[src/rtl/sparse_buf_pkg.sv]
// Shared types and defaults for the ping-pong CSR tile buffer.
package sparse_buf_pkg;

    typedef enum logic [1:0] {
        EMPTY    = 2'd0,
        FILLING  = 2'd1,
        FULL     = 2'd2,
        DRAINING = 2'd3
    } bank_state_t;

    localparam int unsigned DEFAULT_DATA_W = 32;
    localparam int unsigned DEFAULT_DEPTH  = 35;

    // Write-side stall length (in cycles) tolerated before flagging a timeout.
    localparam int unsigned STALL_LIMIT = 1024;

    // A bank holds a committed tile until its last word has been read.
    function automatic logic is_committed(input logic [1:0] st);
        return (st == FULL) || (st == DRAINING);
    endfunction

endpackage

[src/rtl/sparse_bank.sv]
// One buffer bank: word storage, committed tile length and the bank lifecycle FSM.
module sparse_bank
    import sparse_buf_pkg::*;
#(
    parameter int unsigned DATA_W = DEFAULT_DATA_W,
    parameter int unsigned DEPTH  = DEFAULT_DEPTH,
    localparam int unsigned AW    = (DEPTH > 1) ? $clog2(DEPTH) : 1,
    localparam int unsigned LW    = $clog2(DEPTH + 1)
) (
    input  logic              clk,
    input  logic              rstn,
    input  logic              wr_en,
    input  logic [AW-1:0]     wr_idx,
    input  logic [DATA_W-1:0] wr_data,
    input  logic              commit,
    input  logic [LW-1:0]     commit_len,
    input  logic              rd_en,
    input  logic              rd_last,
    input  logic [AW-1:0]     rd_idx,
    output logic [DATA_W-1:0] rd_data,
    output logic [1:0]        state,
    output logic [LW-1:0]     len
);

    logic [DATA_W-1:0] mem_q [DEPTH];
    bank_state_t       state_q, state_d;
    logic [LW-1:0]     len_q, len_d;

    // Storage is not reset; stale words are never exposed because reads are gated by state.
    always_ff @(posedge clk) begin
        if (wr_en) begin
            mem_q[wr_idx] <= wr_data;
        end
    end

    assign rd_data = mem_q[rd_idx];

    // Bank lifecycle: a length-1 tile jumps EMPTY->FULL, and FULL->EMPTY on a single read.
    always_comb begin
        state_d = state_q;
        len_d   = len_q;
        unique case (state_q)
            EMPTY: begin
                if (wr_en) begin
                    state_d = commit ? FULL : FILLING;
                end
            end
            FILLING: begin
                if (wr_en && commit) begin
                    state_d = FULL;
                end
            end
            FULL: begin
                if (rd_en) begin
                    state_d = rd_last ? EMPTY : DRAINING;
                end
            end
            DRAINING: begin
                if (rd_en && rd_last) begin
                    state_d = EMPTY;
                end
            end
            default: state_d = EMPTY;
        endcase
        if (wr_en && commit) begin
            len_d = commit_len;
        end
    end

    // State and length registers.
    always_ff @(posedge clk or negedge rstn) begin
        if (!rstn) begin
            state_q <= EMPTY;
            len_q   <= '0;
        end else begin
            state_q <= state_d;
            len_q   <= len_d;
        end
    end

    assign state = state_q;
    assign len   = len_q;

endmodule

[src/rtl/sparse_csr_pp_buf.sv]
// Ping-pong buffer for CSR tiles between a DMA write stream and the vector engine.
// Optional error reporting (stall timeout, read underrun) is built with SPARSE_BUF_ERR_EN.
module sparse_csr_pp_buf
    import sparse_buf_pkg::*;
#(
    parameter int unsigned DATA_W = DEFAULT_DATA_W,
    parameter int unsigned DEPTH  = DEFAULT_DEPTH
) (
    input  logic                       clk,
    input  logic                       rstn,
    input  logic                       s_valid,
    output logic                       s_ready,
    input  logic [DATA_W-1:0]          s_data,
    input  logic                       s_last,
    output logic                       m_valid,
    input  logic                       m_ready,
    output logic [DATA_W-1:0]          m_data,
    output logic                       m_last,
    output logic [1:0]                 bank_full,
    output logic [$clog2(DEPTH+1)-1:0] wr_count
`ifdef SPARSE_BUF_ERR_EN
    ,
    output logic [1:0]                 err
`endif
);

    localparam int unsigned AW = (DEPTH > 1) ? $clog2(DEPTH) : 1;
    localparam int unsigned LW = $clog2(DEPTH + 1);

    logic              wr_bank_q, wr_bank_d;
    logic              rd_bank_q, rd_bank_d;
    logic [LW-1:0]     wr_count_q, wr_count_d;
    logic [LW-1:0]     rd_ptr_q, rd_ptr_d;

    logic [1:0]        bank_st [2];
    logic [LW-1:0]     bank_len [2];
    logic [DATA_W-1:0] bank_rdata [2];
    logic [1:0]        bank_wr_en;
    logic [1:0]        bank_rd_en;

    bank_state_t       wr_state, rd_state;
    logic              wr_fire, rd_fire, commit, rd_last;
    logic [LW-1:0]     rd_len;

    assign wr_state = bank_state_t'(bank_st[wr_bank_q]);
    assign rd_state = bank_state_t'(bank_st[rd_bank_q]);
    assign rd_len   = bank_len[rd_bank_q];

    // Handshakes, commit detection and per-bank strobes.
    always_comb begin
        s_ready    = (wr_state == EMPTY) || (wr_state == FILLING);
        m_valid    = (rd_state == FULL) || (rd_state == DRAINING);
        wr_fire    = s_valid && s_ready;
        rd_fire    = m_valid && m_ready;
        commit     = wr_fire && (s_last || (wr_count_q == LW'(DEPTH - 1)));
        rd_last    = m_valid && (rd_ptr_q == rd_len - LW'(1));
        m_last     = rd_last;
        m_data     = m_valid ? bank_rdata[rd_bank_q] : '0;
        bank_wr_en = '0;
        bank_rd_en = '0;
        bank_wr_en[wr_bank_q] = wr_fire;
        bank_rd_en[rd_bank_q] = rd_fire;
        bank_full  = {is_committed(bank_st[1]), is_committed(bank_st[0])};
    end

    // Write and read pointers; commit and free are independent so both may land on one edge.
    always_comb begin
        wr_count_d = wr_count_q;
        wr_bank_d  = wr_bank_q;
        rd_ptr_d   = rd_ptr_q;
        rd_bank_d  = rd_bank_q;
        if (wr_fire) begin
            if (commit) begin
                wr_count_d = '0;
                wr_bank_d  = ~wr_bank_q;
            end else begin
                wr_count_d = wr_count_q + LW'(1);
            end
        end
        if (rd_fire) begin
            if (rd_last) begin
                rd_ptr_d  = '0;
                rd_bank_d = ~rd_bank_q;
            end else begin
                rd_ptr_d = rd_ptr_q + LW'(1);
            end
        end
    end

    // Bank select and pointer registers.
    always_ff @(posedge clk or negedge rstn) begin
        if (!rstn) begin
            wr_bank_q  <= 1'b0;
            rd_bank_q  <= 1'b0;
            wr_count_q <= '0;
            rd_ptr_q   <= '0;
        end else begin
            wr_bank_q  <= wr_bank_d;
            rd_bank_q  <= rd_bank_d;
            wr_count_q <= wr_count_d;
            rd_ptr_q   <= rd_ptr_d;
        end
    end

    assign wr_count = wr_count_q;

    sparse_bank #(
        .DATA_W (DATA_W),
        .DEPTH  (DEPTH)
    ) u_bank0 (
        .clk        (clk),
        .rstn       (rstn),
        .wr_en      (bank_wr_en[0]),
        .wr_idx     (wr_count_q[AW-1:0]),
        .wr_data    (s_data),
        .commit     (commit),
        .commit_len (wr_count_q + LW'(1)),
        .rd_en      (bank_rd_en[0]),
        .rd_last    (rd_last),
        .rd_idx     (rd_ptr_q[AW-1:0]),
        .rd_data    (bank_rdata[0]),
        .state      (bank_st[0]),
        .len        (bank_len[0])
    );

    sparse_bank #(
        .DATA_W (DATA_W),
        .DEPTH  (DEPTH)
    ) u_bank1 (
        .clk        (clk),
        .rstn       (rstn),
        .wr_en      (bank_wr_en[1]),
        .wr_idx     (wr_count_q[AW-1:0]),
        .wr_data    (s_data),
        .commit     (commit),
        .commit_len (wr_count_q + LW'(1)),
        .rd_en      (bank_rd_en[1]),
        .rd_last    (rd_last),
        .rd_idx     (rd_ptr_q[AW-1:0]),
        .rd_data    (bank_rdata[1]),
        .state      (bank_st[1]),
        .len        (bank_len[1])
    );

`ifdef SPARSE_BUF_ERR_EN
    logic [10:0] stall_cnt_q, stall_cnt_d;
    logic        tile_done_q, tile_done_d;
    logic [1:0]  err_q, err_d;
    logic        stalled;

    // Sticky error flags: bit0 after a write stall longer than STALL_LIMIT cycles,
    // bit1 when the consumer asks for data with nothing buffered after a tile has completed.
    always_comb begin
        stalled     = s_valid && !s_ready;
        stall_cnt_d = '0;
        if (stalled) begin
            stall_cnt_d = (stall_cnt_q == 11'(STALL_LIMIT)) ? stall_cnt_q
                                                            : stall_cnt_q + 11'd1;
        end
        tile_done_d = tile_done_q | (rd_fire && rd_last);
        err_d       = err_q;
        err_d[0]    = err_q[0] | (stalled && (stall_cnt_q == 11'(STALL_LIMIT)));
        err_d[1]    = err_q[1] | (m_ready && !m_valid && tile_done_q);
    end

    // Error tracking registers.
    always_ff @(posedge clk or negedge rstn) begin
        if (!rstn) begin
            stall_cnt_q <= '0;
            tile_done_q <= 1'b0;
            err_q       <= '0;
        end else begin
            stall_cnt_q <= stall_cnt_d;
            tile_done_q <= tile_done_d;
            err_q       <= err_d;
        end
    end

    assign err = err_q;
`endif

endmodule
[config.mk]
export PLATFORM = sky130hd
export DESIGN_NAME = sparse_csr_pp_buf
export DESIGN_NICKNAME = d
export VERILOG_FILES = /design/src/rtl/sparse_buf_pkg.sv /design/src/rtl/sparse_bank.sv /design/src/rtl/sparse_csr_pp_buf.sv
export SDC_FILE = /design/constraint.sdc
export NUM_CORES = 2
export LEC_CHECK = 0
export ABC_AREA = 1
export ABC_CLOCK_PERIOD_IN_PS = 6200
export BUFFER_PORTS_ARGS = -buffer_cell sky130_fd_sc_hd__buf_2
export CAP_MARGIN = 20
export CORE_ASPECT_RATIO = 1.75
export CORE_MARGIN = 2
export CORE_UTILIZATION = 45
export CTS_CLUSTER_DIAMETER = 150
export CTS_CLUSTER_SIZE = 12
export DETAILED_ROUTE_END_ITERATION = 7
export PLACE_DENSITY_LB_ADDON = 0.05
export SLEW_MARGIN = 20
export SYNTH_ARGS = -nofsm -noshare
export SYNTH_HDL_FRONTEND = slang
export SYNTH_SLANG_ARGS = --single-unit
export TNS_END_PERCENT = 100
[constraint.sdc]
create_clock -name clk -period 6.2 [get_ports clk]
set_clock_uncertainty 0.1 [all_clocks]
set_input_delay 0.93 -clock clk [delete_from_list [all_inputs] [get_ports clk]]
set_output_delay 0.93 -clock clk [all_outputs]
set_load 0.05 [all_outputs]
Yosys cells after proc, flatten, opt, wreduce, memory -nomap -nowiden
Memory sizes are Yosys's and may differ from the RTL's.
Index checks and enable logic that the tools add are counted.
Word-level totals
  register bits: 30
  latch bits: 0
  RAM bits: 2240
  ROM bits: 0
  input bits: 37
  output and inout port bits: 43
  logic and storage cells: 101
  memories kept: 2
Memory list
  u_bank0.mem_q: words 35, bits a word 32, read ports 1, clocked after memory_dff 0, write ports 1, line sparse_bank.sv:25  | logic [DATA_W-1:0] mem_q [DEPTH];
  u_bank1.mem_q: words 35, bits a word 32, read ports 1, clocked after memory_dff 0, write ports 1, line sparse_bank.sv:25
Operators by class
  $add $sub $neg: 3
  $mul: 0
  divide/modulo/power cells: 0
  $lt $le $gt $ge: 6
  equality and inequality tests: 19
  shift-type cells: 0
  mux-type cells: 35
  bitwise logic cells: 6
  reduce and logical (&&, ||, !) cells: 22
Operators with widths (count)
  $mux W32: 4
  $mux W2: 16
  $mux W6: 5
  $pmux W2 S4: 2
  $add A6 B1 Y6 const B: 2
  $eq A2 B2 Y1 const B: 6
  $logic_and A1 B1 Y1: 10
  $ne A2 B1 Y1 const B: 4
  $ne A2 B2 Y1 const B: 4
  $reduce_and A4 Y1: 2
  $eq A2 B1 Y1 const B: 3
  $eq A6 B6 Y1: 1
  $eq A6 B6 Y1 const B: 1
  $logic_not A2 Y1: 3
  $mux W1: 6
  $sub A6 B1 Y6 const B: 1
  $logic_or A1 B1 Y1: 5
  $and A2 B2 Y2: 2
  $ge A2 B2 Y1 const B: 2
  $lt A1 B2 Y1 const B: 2
  $not A1 Y2: 2
  $reduce_and A2 Y1: 2
  $demux W1 S1: 2
  $ge A1 B1 Y1 const B: 2
  $not A1 Y1: 2

Longest topological paths before layout
  word-level depth: 11
  gate-level depth with buffers: 19
  gate-level depth less buffers: 17

Modules after synthesis
Synthesis repeated with hierarchy kept, for this count alone.
Second synthesis, totals
  cells, all modules: 7864
  area, all modules: 92617.6 sq um
Modules (own cells, without submodules)
  sparse_bank at u_bank0: times used 1, cells an instance 3754, area an instance 45417.3 sq um, sequential area each 33832.4 sq um
  sparse_bank at u_bank1: times used 1, cells an instance 3754, area an instance 45341.0 sq um, sequential area each 33832.4 sq um
  sparse_csr_pp_buf: times used 1, cells an instance 356, area an instance 1859.3 sq um, sequential area each 350.3 sq um

Least setup slack after synthesis
No wires, ideal clock.
  path type: flip-flop to flip-flop
  start: register u_bank0.state_q[1] (netlist: u_bank0.state[1])
  end: memory u_bank1.mem_q[15][0] (netlist name), enable pin
  setup time: 0.461 ns
  arrival: 4.361 ns
  path slack: 1.278 ns
  stages on the path, launching flop included: 9
  buffers on the path: 1
  path through: dfrtp_1 clkbuf_2 inv_1 nor2_1 a21oi_1 nand2_1 nor2_1 clkinv_1 nor3_1
On the way
  word-level cells in the longest chain between the ends: 9
Ends and longest elaborated chain
  start: declaration: line sparse_bank.sv:26  | bank_state_t state_q, state_d;
  start signal: assignment: line sparse_bank.sv:76  | state_q <= state_d;
  $mux W2 (not written as such) (*) (3 in a row): line sparse_csr_pp_buf.sv:45  | assign wr_state = bank_state_t'(bank_st[wr_bank_q]);
  $eq A2 B1 Y1 or $logic_not A2 Y1 (tied branches): line sparse_csr_pp_buf.sv:51  | s_ready = (wr_state == EMPTY) || (wr_state == FILLING);
  $logic_or A1 B1 Y1 (*): line sparse_csr_pp_buf.sv:51
  named net s_ready: line sparse_csr_pp_buf.sv:12  | output logic s_ready,
  $logic_and A1 B1 Y1 (*): line sparse_csr_pp_buf.sv:53  | wr_fire = s_valid && s_ready;
  $and A2 B2 Y2 (no line) (*)
  $mux W1 (*): line sparse_bank.sv:31  | if (wr_en) begin
  $mux W1 (not written as such) (*): line sparse_bank.sv:32  | mem_q[wr_idx] <= wr_data;
  end: declaration: line sparse_bank.sv:25
Mark *: on every way through the listed nets, which the timed path passes. The rest lies on a longest branch. The select of a mux whose other input is x is not followed.

Worst setup path in the final report
  start: register rd_ptr_q[0]
  end: output port m_data[11]
On the way
  word-level cells in the longest chain between the ends: 5
Ends and longest elaborated chain
  start: declaration: line sparse_csr_pp_buf.sv:33  | logic [LW-1:0] rd_ptr_q, rd_ptr_d;
  start signal: assignment: line sparse_csr_pp_buf.sv:101  | rd_ptr_q <= rd_ptr_d;
  $mem_v2 Z35 W32
  $mux W32 (not written as such) (*) (3 in a row): line sparse_csr_pp_buf.sv:58  | m_data = m_valid ? bank_rdata[rd_bank_q] : '0;
  $mux W32 (*): line sparse_csr_pp_buf.sv:58
  end: declaration: line sparse_csr_pp_buf.sv:17  | output logic [DATA_W-1:0] m_data,
Every way passes the cells marked *; elsewhere a longest branch is shown, timed or not. The select of a mux whose other input is x is not followed.

==> qor.txt <==
I/O pins: 80
Grt ovf: 0
PortBufs: 79
Setup CP Type: reg -> out
Initial Util: 0.454
Core ar.: 200000 um^2
Worst slack at placement: 1.35 ns
Post-synth design cell area: 90600 um^2
GRT met1 Usage: 0.381
Height of the die: 598 um
Min-Delay Path Class: in -> async
Max-slew violation count: 0
CTS Hold Buffers Added: 0
Final hold violation count: 0
Final setup fails: 0
Leakage power: 32.8 nW
Synth warn: 0
Resize count post-CTS: 0
Routed Antenna Nets: 0
R2R cell count: 9
Share of cells above drive strength 1: 0.0906
Dpl cells: 9675
Pin count of the biggest net entering global routing: 150
Synth area leader: edfxtp_1
Crit path capture type: output pin
TritonCTS clock tree: built
Worst-path clk slew: 0.06 ns
Die area: 205000 um^2
Critical path launch point type: register
Setup TNS: 0 ns
Core Rows: 217
Period Utilization, post-route: 0.921
Post-synthesis cell type count: 30
1st-iter DRT viols: 6245
Die W: 343 um
CP required: 5.17 ns
Iteration count of the initial detailed-routing pass: 6
Final WS setup: 0.490 ns
Top_reg_cell synth: edfxtp_1
Final Net Count: 7310
DR vias: 59000
Crit path capture: m_data[11]
Sink Count: 2270
DRC violations left: 0
Pwr per Cell Area: 456 nW/um^2
H-tree depth: 4
Mean post-synth cell area: 12.6 um^2
Top cell type's share of synthesized area: 0.742
CP Launch Point: rd_ptr_q[0]$_DFFE_PN0P_
Rel. slew slack: 0.236
Hpwl dp: 161000 um
GRT Total Usage: 0.282
Sequential area share after synthesis: 0.750
Status: finished, final reports clean
Reg2reg setup slack: 1.91 ns
Arr. time, crit path: 4.68 ns
Vias per Instance: 5.94
Cells after synthesis: 7203
RR Endpoint: u_bank0.mem_q[21][2]$_DFFE_PP_
Number of enable flip-flop cells after synthesis: 2240
Fmax: 175 MHz
Crit path max fanout: 58
Grt met3 use: 0.0318
Met2 usage: 0.474
WL final: 292000 um
Grt peak-use layer: met2
Area Overhead vs Synth: 11.3%
Worst vdd ir: 0.556 mV
RSZ-0062 raised after global routing: false
Setup repair bufs after CTS: 0
Routed WL per cell: 29.4 um
Min Hold Slack: 0.0738 ns
Skew-Pair Late Insertion Delay: 0.84 ns
Worst-case clock buffer depth: 4
Fillers: 17400
CTS root buf: clkbuf_16
Max-cap violations: 0
Final min period: 5.71 ns
Reg2reg start: u_bank0.state[1]$_DFFE_PN0P_
Syn_nets: 7244
Initial antenna violation count: 11
Synth async-reset ratio: 0.0132
Worst Max-Slew Pin Slew: 1.14 ns
Overall Power: 45.9 mW
Placer congestion estimate: 0.825
Number of global-route vias before repair: 57200
Top cells by area, synth: edfxtp_1, nor2_1, o21ai_0
Synth Register Bits: 2270
Post-Layout Cell Count: 9936
First-pass GRT wire length: 415000 um
CTS Buf Count: 215
stage by stage:
| step | cell area, um^2 | utilization |
|---|---|---|
| finish | 101000 | 0.505 |
| global route | 101000 | 0.505 |
| CTS | 101000 | 0.504 |
| detailed placement | 95100 | 0.476 |
| global placement | 95100 | 0.476 |
| floorplan | 90600 | - |
metal layers:
| layer | up-vias | wire length (um) | share of wire |
|---|---|---|---|
| met3 | 441 | 18500 | 0.063 |
| met1 | 30100 | 120000 | 0.41 |
| met4 | 4 | 10000 | 0.034 |
| met5 | - | 24 | 0.000082 |
| met2 | 2288 | 144000 | 0.49 |
| li1 | 26100 | - | - |
cell usage after synthesis (51+ instances only):
cell,instances
a21oi_1,255
buf_2,163
buf_4,51
clkbuf_1,246
edfxtp_1,2240
inv_1,79
nand2_1,706
nand3_1,302
nor2_1,1520
o211ai_1,242
o21ai_0,973
o21ai_1,114
o22ai_1,177
kinds of logic after synthesis:
logic type	share of synthesized area
xor+xnor	0.000580
simple gates	0.111
compound gates	0.108
fa+ha+maj	0.000552
buf+inv	0.0293
flops	0.750
how the worst min path moves through the flow:
stage / end / cells after the start / startpoint
3_5_place_dp: u_bank1.len[1]$_DFFE_PN0P_ / 2 / u_bank1.len[1]$_DFFE_PN0P_
4_1_cts: wr_bank_q$_DFFE_PN0P_ / 1 / rstn
5_1_grt: wr_count[0]$_DFFE_PN0P_ / 1 / rstn
6_report: wr_bank_q$_DFFE_PN0P_ / 1 / rstn
2_1_floorplan: u_bank0.len[1]$_DFFE_PN0P_ / 2 / u_bank0.len[1]$_DFFE_PN0P_
3_3_place_gp: u_bank1.len[1]$_DFFE_PN0P_ / 2 / u_bank1.len[1]$_DFFE_PN0P_
flip-flops by register name (all words and copies together), names as in the netlist:
| name | cells |
|---|---|
| u_bank0.mem_q | 1120 |
| u_bank1.mem_q | 1120 |
| rd_ptr_q | 6 |
| u_bank0.len | 6 |
| u_bank1.len | 6 |
| wr_count | 6 |
| u_bank0.state | 2 |
| u_bank1.state | 2 |
| rd_bank_q | 1 |
| wr_bank_q | 1 |
cells in the final DEF, fill, tap and decap left out, types with 7 or more instances in the layout:
master and n:
a21oi_1 255, buf_12 49, buf_2 73, buf_4 215, clkbuf_1 31, clkbuf_16 219
dfrtp_1 24, edfxtp_1 2240, inv_1 77, inv_2 7, nand2_1 706, nand3_1 302
nand4_1 10, nor2_1 1451, nor2_4 69, o211ai_1 242, o21ai_0 973, o21ai_1 114
o221ai_1 14, o22ai_1 177
layout make-up:
| cell class | instances | area (um^2) | share of cell area |
|---|---|---|---|
| repair buffers | 339 | 3020 | 0.0299 |
| inverters | 94 | 385 | 0.00382 |
| clock inverters | 3 | 28.8 | 0.000285 |
| multi-input cells | 4349 | 20500 | 0.203 |
| flip-flops and latches | 2270 | 68000 | 0.675 |
| diodes | 3 | 7.51 | 0.0000744 |
| well taps | 2628 | 3290 | 0.0326 |
| clock buffers | 250 | 5600 | 0.0555 |
worst max-delay path, cell delays in order, from the launching register on:
cell and delay [ns]:
dfrtp_4 0.69, inv_8 0.51, buf_4 0.44, buf_4 0.26, nand2_1 0.07, nand3_1 0.07
nand3_1 0.08, nand2_1 0.09, a21oi_1 0.05, a21oi_1 0.43, nand2_1 0.16, nand2_1 0.25
nand2_1 0.08, nor2_1 0.27, buf_2 0.33
where the power goes:
| part | total [mW] | switching, mW | internal [mW] |
|---|---|---|---|
| clock network | 11.7 | 5.42 | 6.25 |
| registers | 17.4 | 0.280 | 17.2 |
| logic | 16.8 | 12.4 | 4.41 |
(Power assumes the default switching activity.)
